===== src/rtl/param_sync_fifo.sv =====
// Single-clock FIFO with fill-level accounting, almost-full/empty thresholds and
// a choice of registered (1-cycle latency) or first-word-fall-through read port.
module param_sync_fifo #(
  parameter int DATA_WIDTH = 8,
  parameter int ADDR_WIDTH = 3,
  parameter int AF_LEVEL   = 6,
  parameter int AE_LEVEL   = 2,
  parameter int FWFT       = 0
) (
  input  logic                  CLK,
  input  logic                  RST,
  input  logic [DATA_WIDTH-1:0] WR_DATA,
  input  logic                  W_INC,
  input  logic                  R_INC,
  output logic [DATA_WIDTH-1:0] RD_DATA,
  output logic                  RD_VALID,
  output logic                  FULL,
  output logic                  EMPTY,
  output logic                  ALMOST_FULL,
  output logic                  ALMOST_EMPTY,
  output logic [ADDR_WIDTH:0]   FILL_LEVEL,
  output logic                  OVERFLOW,
  output logic                  UNDERFLOW
);

  localparam int DEPTH = 1 << ADDR_WIDTH;
  localparam logic [ADDR_WIDTH:0] DEPTH_L = DEPTH[ADDR_WIDTH:0];
  localparam logic [ADDR_WIDTH:0] AF_L    = AF_LEVEL[ADDR_WIDTH:0];
  localparam logic [ADDR_WIDTH:0] AE_L    = AE_LEVEL[ADDR_WIDTH:0];

  if (ADDR_WIDTH < 2 || AE_LEVEL < 0 || AE_LEVEL >= AF_LEVEL || AF_LEVEL > DEPTH ||
      (FWFT != 0 && FWFT != 1)) begin : g_bad_params
    $fatal(1, "param_sync_fifo: illegal parameter set");
  end

  logic [DATA_WIDTH-1:0] mem [DEPTH];
  logic [ADDR_WIDTH:0]   wr_ptr;
  logic [ADDR_WIDTH:0]   rd_ptr;
  logic [ADDR_WIDTH:0]   fill_next;
  logic                  wr_ok;
  logic                  rd_ok;

  // Acceptance uses the registered flags as they stand before the edge.
  assign wr_ok = W_INC & ~FULL;
  assign rd_ok = R_INC & ~EMPTY;

  always_comb begin
    fill_next = FILL_LEVEL;
    case ({wr_ok, rd_ok})
      2'b10:   fill_next = FILL_LEVEL + 1'b1;
      2'b01:   fill_next = FILL_LEVEL - 1'b1;
      default: fill_next = FILL_LEVEL;
    endcase
  end

  // Flags are registered from the next fill level so they never glitch.
  always_ff @(posedge CLK) begin
    if (RST) begin
      wr_ptr       <= '0;
      rd_ptr       <= '0;
      FILL_LEVEL   <= '0;
      FULL         <= 1'b0;
      EMPTY        <= 1'b1;
      ALMOST_FULL  <= 1'b0;
      ALMOST_EMPTY <= 1'b1;
      OVERFLOW     <= 1'b0;
      UNDERFLOW    <= 1'b0;
    end else begin
      if (wr_ok) wr_ptr <= wr_ptr + 1'b1;
      if (rd_ok) rd_ptr <= rd_ptr + 1'b1;
      FILL_LEVEL   <= fill_next;
      FULL         <= (fill_next == DEPTH_L);
      EMPTY        <= (fill_next == '0);
      ALMOST_FULL  <= (fill_next >= AF_L);
      ALMOST_EMPTY <= (fill_next <= AE_L);
      OVERFLOW     <= W_INC & FULL;
      UNDERFLOW    <= R_INC & EMPTY;
    end
  end

  always_ff @(posedge CLK) begin
    if (wr_ok && !RST) mem[wr_ptr[ADDR_WIDTH-1:0]] <= WR_DATA;
  end

  if (FWFT == 0) begin : g_reg_read
    always_ff @(posedge CLK) begin
      if (RST) begin
        RD_DATA  <= '0;
        RD_VALID <= 1'b0;
      end else begin
        RD_VALID <= rd_ok;
        if (rd_ok) RD_DATA <= mem[rd_ptr[ADDR_WIDTH-1:0]];
      end
    end
  end else begin : g_fwft_read
    // Head word is visible whenever the FIFO holds data; zero while empty.
    assign RD_VALID = ~EMPTY;
    assign RD_DATA  = EMPTY ? '0 : mem[rd_ptr[ADDR_WIDTH-1:0]];
  end

endmodule

===== config.mk =====
export PLATFORM = sky130hd
export DESIGN_NAME = param_sync_fifo
export DESIGN_NICKNAME = d
export VERILOG_FILES = /design/src/rtl/param_sync_fifo.sv
export SDC_FILE = /design/constraint.sdc
export NUM_CORES = 1
export LEC_CHECK = 0
export CORE_UTILIZATION = 50
export DETAILED_ROUTE_END_ITERATION = 10
export MAX_ROUTING_LAYER = met4
export PLACE_DENSITY_LB_ADDON = 0.08
export SLEW_MARGIN = 25
export SYNTH_ARGS = -nofsm -noshare
export SYNTH_HDL_FRONTEND = slang
export SYNTH_SLANG_ARGS = --single-unit

===== constraint.sdc =====
create_clock -name CLK -period 3.15 [get_ports CLK]
set_input_delay 0.7875 -clock CLK [delete_from_list [all_inputs] [get_ports CLK]]
set_output_delay 0.7875 -clock CLK [all_outputs]
set_load 0.005 [all_outputs]

==> flow_summary.ini <==
[outcome]
status = completed

[setup_path]
crit_path_max_incr_delay_ps = 460
rr_startpoint = EMPTY
start_kind = input port
reg2reg_slack_ps = 1000
cp_top_family = simple AND/OR/NAND/NOR gates
crit_slowest_cell = clkdlybuf4s50_1
arrival_ps = 2930
worstSetupPathType = in -> reg
worstPathCellList = clkdlybuf4s50_1, nand2b_4, clkinv_1, ha_1, and4b_1, o21ai_1, a221oi_2, xor2_1, and4_1
r2r_cells = 8
crit_buf_inv = 2
crit_required_ps = 3450
worstPathMaxFanout = 6
end_kind = register
r2r-end = FULL

[detailed_routing]
vias_per_cell = 5.40
drt_first_iter_violations = 112
drt_first_pass_iters = 4
routed_wl_um = 6000
remaining_drc_errors = 0
ant_nets = 0
vias = 1951
post_drt_wl_per_cell_um = 16.6

[placed_design]
place_congestion = 0.787
dpl_cell_area_um2 = 4000
dp_hpwl_um = 3900
io_buffers = 30
place_ws_ps = 159

[timing]
fin_crit_sh_pct = 83.6
fin_skew_ps = 9.28
holdWs_ps = 495
clock.fmax_mhz = 380
setup_tns_ps = 0
slew_viol_final = 0
hold_viol = 0
min_period_ps = 2630
setup_slack_ps = 516
setup_viol = 0
rsz0062_at_grt = false
relSlewSlack_pct = 44.7
tightest_slew_ps = 828

[logic_synthesis]
syn_inst = 215
ys_seq_elements = 89
synth_edf_count = 64
ys_async_sr_fraction_pct = 0
syn_area_um2 = 3510
ys_seq_area_share_pct = 69.1
synth_cell_type_count = 44
synth_nets = 231
yosysWarnings = 0
ys.flop_type = edfxtp_1
avgSynthCellArea_um2 = 16.3

[clock_tree]
cts_root_buf = clkbuf_8
cts_buffers = 9
h-tree-depth = 3
ctsHoldBuffers = 0
clk_latency_ps = 350
clock_sinks = 89
post_cts_buffers = 0
clk_pin_slew_worst_paths_ps = 90
clockBufferDepth = 2
cts_repair_resize_count = 0
tritoncts = done

[final_layout]
nFillCells = 519
area_growth_pct = 20.5
fin_area_um2 = 4230
final_util_pct = 62.2
drive_above_1_share_pct = 21.5
final_nets = 276
diodes = 0

[pwr]
vdd_drop_max_v = 0.000323
leakage_nw = 1.40
p_per_area_nw_per_um2 = 640

[min_path]
min_path_type = reg -> reg
min_from = wr_ptr[0]
worstHoldPathCells = 2
whs_endpoint = wr_ptr[0]

[global_routing]
use_met1_pct = 23.3
met2_usage_pct = 31.0
grt_remaining_overflow = 0
use_met3_pct = 4.72
busiest_layer = met2
track_usage_pct = 19.1
grt_pass1_vias = 1895
grt_max_degree = 19
grt_pass1_wl_um = 9760
antenna_found_initial = 0

[floorplan]
die_y_um = 85.8
io_pins = 31
row_count = 30
start_util_pct = 51.6
core-area_um2 = 6790
die_x_um = 85.8
die-area_um2 = 7350

[job]
drv_cap = 0
final cells by class:
type,count,area (um2),share of cell area (%)
Clock buffer,9,124,2.93
Clock inverter,7,101,2.40
Inverter,4,15.0,0.355
Multi-Input combinational cell,110,1020,24.2
Sequential cell,89,2420,57.3
Tap cell,96,120,2.84
Timing Repair Buffer,46,420,9.95
report_power, final:
| part | total, mW | internal, mW | leakage [nW] | switching [mW] |
|---|---|---|---|---|
| logic | 0.475 | 0.266 | 0.502 | 0.209 |
| registers | 1.38 | 1.32 | 0.783 | 0.0522 |
| clock network | 0.853 | 0.455 | 0.113 | 0.398 |
sequential cells by signal, indices dropped and copies added (netlist names):
register and count:
ALMOST_EMPTY 1, ALMOST_FULL 1, EMPTY 1, FILL_LEVEL 4, FULL 1, OVERFLOW 1
RD_DATA 8, RD_VALID 1, UNDERFLOW 1, mem 64, rd_ptr 3, wr_ptr 3
worst min-delay path, cell delays in order, from the launching register on:
cell and delay [ps]:
dfxtp_1 340, nand2_1 60, a21oi_1 50
metrics by stage:
stage	total power, mW	cells
detailed placement	1.88	345
CTS	2.73	361
finish	2.70	361
global route	2.83	361
floorplan	1.69	215
global placement	1.88	345
cell usage after synthesis (all sizes together) (2+ instances only):
cell / number / area [um2]
xor2: 3 / 26.3
buf: 5 / 33.8
nor2: 16 / 60.1
mux2i: 9 / 90.1
xnor2: 3 / 26.3
edfxtp: 64 / 1920
ha: 4 / 50.1
nor2b: 3 / 26.3
nand2: 12 / 45.0
and3: 2 / 12.5
nor3b: 2 / 15.0
nor4: 2 / 12.5
nor3: 4 / 20.0
inv: 3 / 11.3
clkbuf: 7 / 26.3
a21oi: 5 / 28.8
a221oi: 2 / 23.8
nand2b: 2 / 20.0
dfxtp: 25 / 500
nor4b: 2 / 17.5
mux4: 16 / 360
a211oi: 8 / 60.1
nand3: 2 / 10.0
layer usage:
layer	vias up	routed length, um	share of wire [%]
met1	962	2720	45
met5	-	0	0
met3	11	238	4.0
met2	52	2970	50
met4	0	70	1.2
li1	926	-	-
cells in the final DEF, fill, tap and decap left out, types with 3 or more instances in the layout:
master           Yosys  routed
clkdlybuf4s50_1      0      30
ha_1                 4       4
xor2_1               3       3
nor3_1               4       4
dfxtp_1             25      25
clkbuf_8             0       9
a21oi_1              4       4
xnor2_1              3       3
mux2i_1              9       9
a211oi_1             8       8
nand2_1             12      12
mux4_2              16      16
edfxtp_1            64      64
buf_4                1      16
nor2_1              16      16
cells by family (layout without fill, tap and decap cells):
kind of cell,Yosys count,in the layout,share of synthesized area [%]
DFF,89,89,69.1
AOI/OAI and AO/OA,23,23,4.96
muxes,26,26,13.2
xor gates and xnor gates,6,6,1.50
and+or+nand+nor,51,51,7.74
adders and majority gates,4,4,1.43
buffers and inverters,16,66,2.14
worst max path at each step:
stage	slack (ps)	end	cells after the start	startpoint
3_3_place_gp	210	FULL	9	W_INC
4_1_cts	540	ALMOST_FULL	11	R_INC
6_report	520	FULL	9	R_INC
2_1_floorplan	470	ALMOST_FULL	11	R_INC
3_5_place_dp	160	ALMOST_FULL	11	R_INC
5_1_grt	380	FULL	9	R_INC
Note: power is estimated with default switching activity, not from simulation.
